===== config.mk =====
export PLATFORM = sky130hd
export DESIGN_NAME = cordic_quadrant
export DESIGN_NICKNAME = d
export VERILOG_FILES = /design/src/rtl/cordic_pkg.sv /design/src/rtl/cordic.sv /design/src/rtl/cordic_quadrant.sv
export SDC_FILE = /design/constraint.sdc
export NUM_CORES = 1
export LEC_CHECK = 0
export BUFFER_PORTS_ARGS = -buffer_cell sky130_fd_sc_hd__buf_2
export CAP_MARGIN = 25
export CORE_MARGIN = 4
export CORE_UTILIZATION = 50
export CTS_BUF_LIST = sky130_fd_sc_hd__clkbuf_2 sky130_fd_sc_hd__clkbuf_4 sky130_fd_sc_hd__clkbuf_8
export DETAILED_ROUTE_END_ITERATION = 8
export GPL_TIMING_DRIVEN = 0
export PLACE_DENSITY_LB_ADDON = 0.08
export SLEW_MARGIN = 40
export SYNTH_ARGS = -nofsm -noshare
export SYNTH_HDL_FRONTEND = slang
export SYNTH_SLANG_ARGS = --single-unit

===== constraint.sdc =====
create_clock -name i_clk -period 8.25 [get_ports i_clk]
set_clock_uncertainty 0.1 [all_clocks]
set_input_delay 2.475 -clock i_clk [delete_from_list [all_inputs] [get_ports i_clk]]
set_output_delay 2.475 -clock i_clk [all_outputs]
set_load 0.01 [all_outputs]

===== src/rtl/cordic_pkg.sv =====
// Shared Q2.14 constants, state and quadrant types, and the quadrant sign/swap fix
// used by the full-circle CORDIC wrapper and its first-quadrant core.
package cordic_pkg;

  // Q2.14 constants: 1.0, pi/2 and the largest angle the core accepts
  localparam logic [15:0] ONE       = 16'h4000;
  localparam logic [15:0] K_HALFPI  = 16'h6487;
  localparam logic [15:0] ANGLE_MAX = 16'h6486;

  // Wrapper sequencing states
  typedef enum logic [2:0] {
    IDLE  = 3'd0,
    SCALE = 3'd1,
    START = 3'd2,
    WAIT  = 3'd3,
    HOLD  = 3'd4
  } state_e;

  // Quadrant codes taken from the top two phase bits
  typedef enum logic [1:0] {
    QUAD_0 = 2'd0,
    QUAD_1 = 2'd1,
    QUAD_2 = 2'd2,
    QUAD_3 = 2'd3
  } quad_e;

  // Signed sine/cosine pair
  typedef struct packed {
    logic [15:0] sin;
    logic [15:0] cos;
  } sincos_t;

  // Two's complement negation; magnitudes never reach 0x8000
  function automatic logic [15:0] neg16(input logic [15:0] v);
    return 16'(~v + 16'd1);
  endfunction

  // Map first-quadrant magnitudes S/C onto the full circle
  function automatic sincos_t quad_fix(input quad_e q, input logic [15:0] s,
                                       input logic [15:0] c);
    sincos_t r;
    r.sin = s;
    r.cos = c;
    case (q)
      QUAD_0: begin
        r.sin = s;
        r.cos = c;
      end
      QUAD_1: begin
        r.sin = c;
        r.cos = neg16(s);
      end
      QUAD_2: begin
        r.sin = neg16(s);
        r.cos = neg16(c);
      end
      QUAD_3: begin
        r.sin = neg16(c);
        r.cos = s;
      end
      default: begin
        r.sin = s;
        r.cos = c;
      end
    endcase
    return r;
  endfunction

endpackage


===== src/rtl/cordic.sv =====
// First-quadrant iterative rotation-mode CORDIC. Angle in Q2.14 radians
// (0..ANGLE_MAX); returns unsigned sin/cos magnitudes in Q2.14 after a one-cycle
// o_done pulse. Internally carries two extra fraction bits to absorb shift rounding.
module cordic
  import cordic_pkg::*;
(
  input  logic        i_clk,
  input  logic        i_rst,
  input  logic        i_start,
  input  logic [15:0] i_angle,
  output logic [15:0] o_sin,
  output logic [15:0] o_cos,
  output logic        o_done
);

  // Gain-compensated start vector: 0.6072529 in Q4.16
  localparam logic signed [19:0] K_GAIN = 20'sd39797;

  // atan(2^-i) in Q4.16
  function automatic logic signed [19:0] atan_lut(input logic [3:0] i);
    logic signed [19:0] v;
    case (i)
      4'd0:    v = 20'sd51472;
      4'd1:    v = 20'sd30386;
      4'd2:    v = 20'sd16055;
      4'd3:    v = 20'sd8150;
      4'd4:    v = 20'sd4091;
      4'd5:    v = 20'sd2047;
      4'd6:    v = 20'sd1024;
      4'd7:    v = 20'sd512;
      4'd8:    v = 20'sd256;
      4'd9:    v = 20'sd128;
      4'd10:   v = 20'sd64;
      4'd11:   v = 20'sd32;
      4'd12:   v = 20'sd16;
      4'd13:   v = 20'sd8;
      4'd14:   v = 20'sd4;
      4'd15:   v = 20'sd2;
      default: v = 20'sd0;
    endcase
    return v;
  endfunction

  // Drop the guard bits with rounding and clamp to the 0..1.0 magnitude range
  function automatic logic [15:0] mag16(input logic signed [19:0] v);
    logic signed [19:0] rnd;
    logic [15:0]        m;
    rnd = (v + 20'sd2) >>> 2;
    if (rnd < 20'sd0) begin
      m = 16'h0000;
    end else if (rnd > $signed({4'h0, ONE})) begin
      m = ONE;
    end else begin
      m = rnd[15:0];
    end
    return m;
  endfunction

  logic signed [19:0] x_r, y_r, z_r;
  logic [3:0]         cnt_r;
  logic               busy_r, fin_r, done_r;
  logic [15:0]        sin_r, cos_r;

  logic signed [19:0] x_nx_s, y_nx_s, z_nx_s, atan_s, x_sh_s, y_sh_s, z_init_s;
  logic [15:0]        angle_c_s;

  // One micro-rotation toward z = 0, plus clamped load value
  always_comb begin
    atan_s = atan_lut(cnt_r);
    x_sh_s = x_r >>> cnt_r;
    y_sh_s = y_r >>> cnt_r;
    if (!z_r[19]) begin
      x_nx_s = x_r - y_sh_s;
      y_nx_s = y_r + x_sh_s;
      z_nx_s = z_r - atan_s;
    end else begin
      x_nx_s = x_r + y_sh_s;
      y_nx_s = y_r - x_sh_s;
      z_nx_s = z_r + atan_s;
    end
    if (i_angle > ANGLE_MAX) begin
      angle_c_s = ANGLE_MAX;
    end else begin
      angle_c_s = i_angle;
    end
    z_init_s = $signed({2'b00, angle_c_s, 2'b00});
  end

  // Load on start, iterate 16 times, then publish results with a done pulse
  always_ff @(posedge i_clk or posedge i_rst) begin
    if (i_rst) begin
      x_r    <= 20'sd0;
      y_r    <= 20'sd0;
      z_r    <= 20'sd0;
      cnt_r  <= 4'd0;
      busy_r <= 1'b0;
      fin_r  <= 1'b0;
      done_r <= 1'b0;
      sin_r  <= 16'h0000;
      cos_r  <= 16'h0000;
    end else if (i_start) begin
      x_r    <= K_GAIN;
      y_r    <= 20'sd0;
      z_r    <= z_init_s;
      cnt_r  <= 4'd0;
      busy_r <= 1'b1;
      fin_r  <= 1'b0;
      done_r <= 1'b0;
    end else if (busy_r) begin
      x_r   <= x_nx_s;
      y_r   <= y_nx_s;
      z_r   <= z_nx_s;
      cnt_r <= cnt_r + 4'd1;
      if (cnt_r == 4'd15) begin
        busy_r <= 1'b0;
        fin_r  <= 1'b1;
      end
      done_r <= 1'b0;
    end else if (fin_r) begin
      sin_r  <= mag16(y_r);
      cos_r  <= mag16(x_r);
      fin_r  <= 1'b0;
      done_r <= 1'b1;
    end else begin
      done_r <= 1'b0;
    end
  end

  assign o_sin  = sin_r;
  assign o_cos  = cos_r;
  assign o_done = done_r;

endmodule


===== src/rtl/cordic_quadrant.sv =====
// Full-circle wrapper: takes a phase in turns, reduces it to a first-quadrant
// angle, runs the cordic core, and restores signs/swaps to give signed sin/cos.
module cordic_quadrant #(
  parameter logic [15:0] K_HALFPI = cordic_pkg::K_HALFPI,
  parameter int          W        = 16
) (
  input  logic         i_clk,
  input  logic         i_rst_n,
  input  logic [W-1:0] i_phase,
  input  logic         i_valid,
  output logic         o_ready,
  output logic [W-1:0] o_sin,
  output logic [W-1:0] o_cos,
  output logic         o_valid,
  input  logic         i_ready
);
  import cordic_pkg::*;

  state_e      state_r;
  quad_e       q_r;
  logic [13:0] r_r;
  logic [15:0] angle_r;
  logic        start_r;
  logic        wait_first_r;
  logic        ready_r;
  logic        valid_r;
  logic [15:0] sin_r, cos_r;

  logic [15:0] scaled_s;
  logic [15:0] core_sin_s, core_cos_s;
  logic        core_done_s;
  logic        core_rst_s;
  sincos_t     fix_s;

  // Residual phase to radians (truncated) and quadrant restoration of core output
  always_comb begin
    scaled_s = 16'((32'(r_r) * 32'(K_HALFPI)) >> 14);
    fix_s    = quad_fix(q_r, core_sin_s, core_cos_s);
  end

  assign core_rst_s = !i_rst_n;

  cordic u_cordic (
    .i_clk   (i_clk),
    .i_rst   (core_rst_s),
    .i_start (start_r),
    .i_angle (angle_r),
    .o_sin   (core_sin_s),
    .o_cos   (core_cos_s),
    .o_done  (core_done_s)
  );

  // Sequencer: accept phase, scale, start core, wait for done, hold result
  always_ff @(posedge i_clk or negedge i_rst_n) begin
    if (!i_rst_n) begin
      state_r      <= IDLE;
      q_r          <= QUAD_0;
      r_r          <= 14'd0;
      angle_r      <= 16'h0000;
      start_r      <= 1'b0;
      wait_first_r <= 1'b0;
      ready_r      <= 1'b0;
      valid_r      <= 1'b0;
      sin_r        <= 16'h0000;
      cos_r        <= 16'h0000;
    end else begin
      case (state_r)
        IDLE: begin
          valid_r <= 1'b0;
          if (i_valid && ready_r) begin
            q_r     <= quad_e'(i_phase[15:14]);
            r_r     <= i_phase[13:0];
            ready_r <= 1'b0;
            state_r <= SCALE;
          end else begin
            ready_r <= 1'b1;
          end
        end
        SCALE: begin
          angle_r <= scaled_s;
          start_r <= 1'b1;
          state_r <= START;
        end
        START: begin
          start_r      <= 1'b0;
          wait_first_r <= 1'b1;
          state_r      <= WAIT;
        end
        WAIT: begin
          // The first WAIT cycle ignores done so a stale pulse cannot complete us
          wait_first_r <= 1'b0;
          if (!wait_first_r && core_done_s) begin
            sin_r   <= fix_s.sin;
            cos_r   <= fix_s.cos;
            valid_r <= 1'b1;
            state_r <= HOLD;
          end
        end
        HOLD: begin
          if (i_ready) begin
            valid_r <= 1'b0;
            ready_r <= 1'b1;
            state_r <= IDLE;
          end
        end
        default: begin
          start_r <= 1'b0;
          ready_r <= 1'b0;
          valid_r <= 1'b0;
          state_r <= IDLE;
        end
      endcase
    end
  end

  assign o_ready = ready_r;
  assign o_valid = valid_r;
  assign o_sin   = sin_r;
  assign o_cos   = cos_r;

endmodule


Word level (Yosys, flattened, before mapping)
Memories as Yosys holds them, arrays and structs flattened.
Cells that the tools add are included.
Widths: inputs -> output; s select.

word-level totals
  register bits after elaboration = 169
  memory bits (read-only) = 256
  bits in latches = 0
  input port bits = 20
  RAM bits = 0
  output and inout port bits = 34
  memories = 1

memories
  memory            depth  width  read ports  clocked after memory_dff  wr ports  line          source
  (name not given)  16     16     1           0                         0         cordic.sv:22  case (i)

cells by class
  mux-type cells = 38
  order comparisons = 5
  bitwise operators = 6
  equal/unequal tests = 12
  shift-type cells = 2
  multipliers = 1
  reductions and logical operators = 16
  $add $sub $neg = 11
  divide/modulo/power cells = 0

operators with widths
  kind                    number
  $mux 20                 9
  $pmux 32 s4             1
  $mux 16                 4
  $add 20x20->20          3
  $sub 20x20->20          3
  $add 20x3->20 const B   2
  $sshr 20x4->20          2
  $gt 18x16->1 const B    2
  $lt 18x1->1 const B     2
  $add 16x1->16 const B   2
  $not 16->16             2
  $mul 14x15->29 const B  1
  $gt 15x15->1 const B    1
  $mux 15                 1
  $pmux 3 s5              1
  $mux 1                  13
  $mux 3                  3
  $reduce_and 3->1        3
  $mux 4                  2
  $eq 3x2->1 const B      2
  $ne 2x2->1 const B      3
  $pmux 1 s3              2
  $reduce_and 2->1        3
  $reduce_or 3->1         2
  other kinds (15)        22

Logic depth before layout (Yosys ltp)
  depth in word-level cells = 5
  depth in mapped cells = 25
  mapped depth without buffers = 20

By module
Synthesis repeated with hierarchy kept, for this count alone.

second synthesis, totals
  cells, all modules = 2153
  area total of the unflattened synthesis = 18398.9 µm²

modules (own cells, without submodules)
  module           seq. area each (µm²)  times used  cells each  area each (µm²)
  cordic           2477.4                1           1332        10975.5
  cordic_quadrant  1751.7                1           821         7423.4

Worst setup path after synthesis
Ideal clock, no wire load.

  path kind = register to register
  start point = register u_cordic.cnt_r[1]
  end point = register u_cordic.z_r[19]
  cell stages (with the launch flop) = 22
  path buffers = 3
  setup slack = 2828 ps
  period minus slack after synthesis = 5422 ps
  arrival = 5199 ps
  path through = dfrtp_1 > buf_2 > inv_1 > clkbuf_1 > clkbuf_1 > ha_1 > nor2b_1 > nor3_1 > a21o_1 > a2111oi_0 > and2_1 > a21oi_1 > xor2_1 > ha_1 > o21a_1 > o21ai_0 > a32oi_1 > a31o_2 > a2111oi_0 > or3_1 > a21oi_1 > o221a_2

on the way
  cells in the longest elaborated chain, start to end = 5
  elaborated cells on any way between the ends = 6
  those cells by class = add/sub (2); mux (3); memory (1)

ends and longest elaborated chain
  element                                           line                        source
  from (decl)                                       cordic.sv:60                logic [3:0] cnt_r;
  from (signal assigned)                            cordic.sv:113               cnt_r <= cnt_r + 4'd1;
  $mem_v2 16x16 *                                   -
  $sub 20x20->20 or $add 20x20->20 (tied branches)  cordic.sv:75, cordic.sv:79
  $mux 20 *                                         cordic.sv:72                if (!z_r[19]) begin
  $mux 20 *                                         cordic.sv:109               end else if (busy_r) begin
  $mux 20 *                                         cordic.sv:101               end else if (i_start) begin
  to (signal assigned)                              cordic.sv:104               z_r <= z_init_s;
  to (signal assigned)                              cordic.sv:112               z_r <= z_nx_s;
  to (decl)                                         cordic.sv:59                logic signed [19:0] x_r, y_r, z_r;

Mark *: on every way between the ends. The rest lies on a longest branch, timed or not. The select of a mux whose other input is x is not followed.
A chain may end at the register's enable or synchronous reset.

Worst setup path in the final report
  start point = register u_cordic.cnt_r[2]
  end point = register u_cordic.y_r[18]

on the way
  cells in the longest elaborated chain, start to end = 5
  elaborated cells on any way between the ends = 6
  those cells by class = add/sub (2); shift (1); mux (3)

ends and longest elaborated chain
  element                                           line                        source
  $sshr 20x4->20 *                                  cordic.sv:70                x_sh_s = x_r >>> cnt_r;
  $add 20x20->20 or $sub 20x20->20 (tied branches)  cordic.sv:74, cordic.sv:78
  $mux 20 *                                         cordic.sv:72
  $mux 20 *                                         cordic.sv:109
  $mux 20 *                                         cordic.sv:101
  to (signal assigned)                              cordic.sv:111               y_r <= y_nx_s;
  to (decl)                                         cordic.sv:59

Marked as above.

==> flow_metrics.tcl <==
set metrics [dict create \
    path_clk_slew_ns 0.11 \
    grt_pass1_vias 16200 \
    synth_top_area_frac 0.229 \
    wl_per_cell_um 21.9 \
    antenna_left 0 \
    synth_cell_types 81 \
    setup_viol 0 \
    postPlaceCellArea_um2 19400 \
    path_buf_inv 5 \
    gp_congestion 1.01 \
    htreeDepth 4 \
    end_kind "flop" \
    syn_area_per_cell_um2 8.67 \
    vias 16700 \
    startpoint_type "flop" \
    pin_count 54 \
    initialDrtViolationCount 1453 \
    ys_seq_area_frac 0.229 \
    hold_viol 0 \
    tightest_slew_ns 0.907 \
    clkSinkCount 169 \
    clock_path_buffers 2 \
    timing.final.crit_share 0.866 \
    grt_pass1_wl_mm 92.4 \
    wirelength_mm 58.8 \
    async_flop_share 1.00 \
    cts_buffers 17 \
    cp_slowest_cell "clkbuf_1" \
    yosysTopAreaCell "dfrtp_1" \
    area_growth_pct 7.28 \
    vias_per_cell 6.21 \
    portBuffers 53 \
    arrival_ns 7.45 \
    fin_nets 2464 \
    rsz0062_at_grt "no" \
    diodes 0 \
    drv_slew 0 \
    cp_data_required_time_ns 8.56 \
    crit_fanout 10 \
    syn-num-nets 2389 \
    drive_gt1_frac 0.106 \
    grt_max_degree 63 \
    synth_edf_count 0 \
    core_area_um2 36500 \
    cts-resized-gates 0 \
    antenna_found_initial 0 \
    yosysWarnings 0 \
    fin_util 0.543 \
    start_util 0.506 \
    outcome "finished clean" \
    fmax_ghz 0.140 \
    fin_crit_ns 7.14 \
    critPathMaxStageDelay_ns 0.55 \
    cts_tree "built" \
    ys.flop_type "dfrtp_1" \
    ys_ff_latch 169 \
    netlist_area_um2 18500 \
    firstDrtPassIters 5 \
    cp_cell_sequence "buf_1 > clkbuf_1 > clkbuf_1 > buf_1 > buf_1 > o21ai_0 > ha_1 > nor2_1 > xor2_1 > ha_1 > nor2b_1 > o21ai_0 > a21boi_0 > o21ai_0 > a211oi_1 > o31ai_1 > a21oi_1 > o211a_1 > or4_1" \
    max-cap-violations 0 \
    hold_path_class "reg -> reg" \
    die_h_um 200 \
    hold_buffers 0 \
    fp.dieW_um 200 \
    num_rows 70 \
    drcViolationCount 0 \
    synthTopCellsByCount "nand2_1, ha_1, nor2_1" \
    fp.dieArea_um2 40100 \
    hpwl_mm 45.5 \
    cp_top_family "buffers and inverters" \
    synth_area_leaders "dfrtp_1, ha_1, mux4_2" \
    cts.root.buffer_cell "clkbuf_8" \
    worst_skew_pair.late_latency_ns 0.54 \
    setup_tns_ns 0 \
    syn_inst 2130 \
    yosysMostFrequentCell "nand2_1" \
    maxSlewHeadroom 0.395 \
    fin_area_um2 19800 \
    crit_type "reg -> reg" \
    grtUsageTotal 0.291 \
    cts_setup_buffers 0 \
    grt.overflow.total 0 \
]
==> worst reg2reg max path, delay by kind of cell (launching register included) <==
family / cells / cell delay [ns]
and+or+nand+nor: 3 / 0.82
xor gates and xnor gates: 1 / 0.26
DFF: 1 / 0.47
buffers and inverters: 5 / 2.51
AOI/OAI and AO/OA: 8 / 2.22
adders and majority gates: 2 / 0.66
==> layout make-up <==
type                    instances  area (µm²)
plain buffers                 130         551
multi-input cells            1664       13100
well taps                     468         586
inverters                     167         627
clock inverters                12         141
flip-flops and latches        169        4230
fillers                      3481       16700
clock buffers                  20         263
repair buffers                 56         338
==> metrics by stage <==
stage | hold slack [ns] | instances | worst slack (ns)
floorplan | 0.349 | 2130 | 2.83
global placement | 0.362 | 2651 | 1.33
detailed placement | 0.366 | 2653 | 1.38
CTS | 0.389 | 2685 | 1.35
global route | 0.419 | 2686 | 0.783
finish | 0.387 | 2686 | 1.11
==> cell families after synthesis <==
logic type | after synthesis | share of synthesized area
DFF | 169 | 0.229
xor gates and xnor gates | 129 | 0.0612
muxes | 157 | 0.135
AOI/OAI and AO/OA | 473 | 0.160
and+or+nand+nor | 666 | 0.171
adders and majority gates | 239 | 0.181
buffers and inverters | 297 | 0.0629
==> placed cells by master (no fill, tap or decap), types with 7 or more instances in the layout <==
master / count
nor4_1: 15
nand4_1: 15
a31oi_1: 22
a211oi_1: 21
mux2i_1: 55
a21o_1: 23
nor2_1: 170
clkbuf_8: 18
o22ai_1: 12
fa_1: 47
o21ai_0: 145
and2_1: 25
nand3_1: 48
o311ai_0: 7
buf_1: 17
mux2_2: 31
buf_2: 63
o211ai_1: 16
or2_2: 9
xor2_1: 44
inv_1: 164
a21oi_1: 119
nand2_1: 210
dfrtp_1: 169
and3_1: 17
o21a_1: 20
xnor2_1: 85
or3_1: 15
nand3b_1: 9
a211o_1: 8
nor2b_1: 27
o31ai_1: 13
mux4_2: 64
clkbuf_1: 84
ha_1: 192
clkbuf_2: 12
nor3_1: 59
nand2b_1: 18
==> flip-flops by register name (all words and copies together), names as in the netlist <==
register,count
o_ready,1
u_cordic.z_r,20
u_cordic.o_cos,16
o_sin,16
o_valid,1
u_cordic.o_sin,16
state_r,3
u_cordic.cnt_r,4
wait_first_r,1
start_r,1
u_cordic.o_done,1
angle_r,15
u_cordic.x_r,20
u_cordic.fin_r,1
u_cordic.busy_r,1
r_r,14
q_r,2
u_cordic.y_r,20
o_cos,16
==> routing by layer <==
| metal | share of wire | track usage | wire (µm) |
|---|---|---|---|
| met2 | 0.46 | 0.468 | 27200 |
| met1 | 0.44 | 0.407 | 26000 |
| met5 | 0 | 0 | 0 |
| met4 | 0.023 | 0.0799 | 1350 |
| met3 | 0.072 | 0.0529 | 4210 |
==> worst paths after layout <==
kind,start,end,slack (ns),cells past startpoint
max,u_cordic.cnt_r[2],u_cordic.y_r[18],1.11,19
min,o_sin[4],o_sin[4],0.39,2
max reg2reg,u_cordic.cnt_r[2],u_cordic.y_r[18],1.11,19
min reg2reg,o_sin[4],o_sin[4],0.39,2
max in group asynchronous,i_rst_n,angle_r[9],5.60,2
min in group asynchronous,i_rst_n,o_sin[9],1.72,1
Power is left out: the tool's default activity adds up to more than one toggle a clock period on the data nets, which glitch-free logic cannot reach.
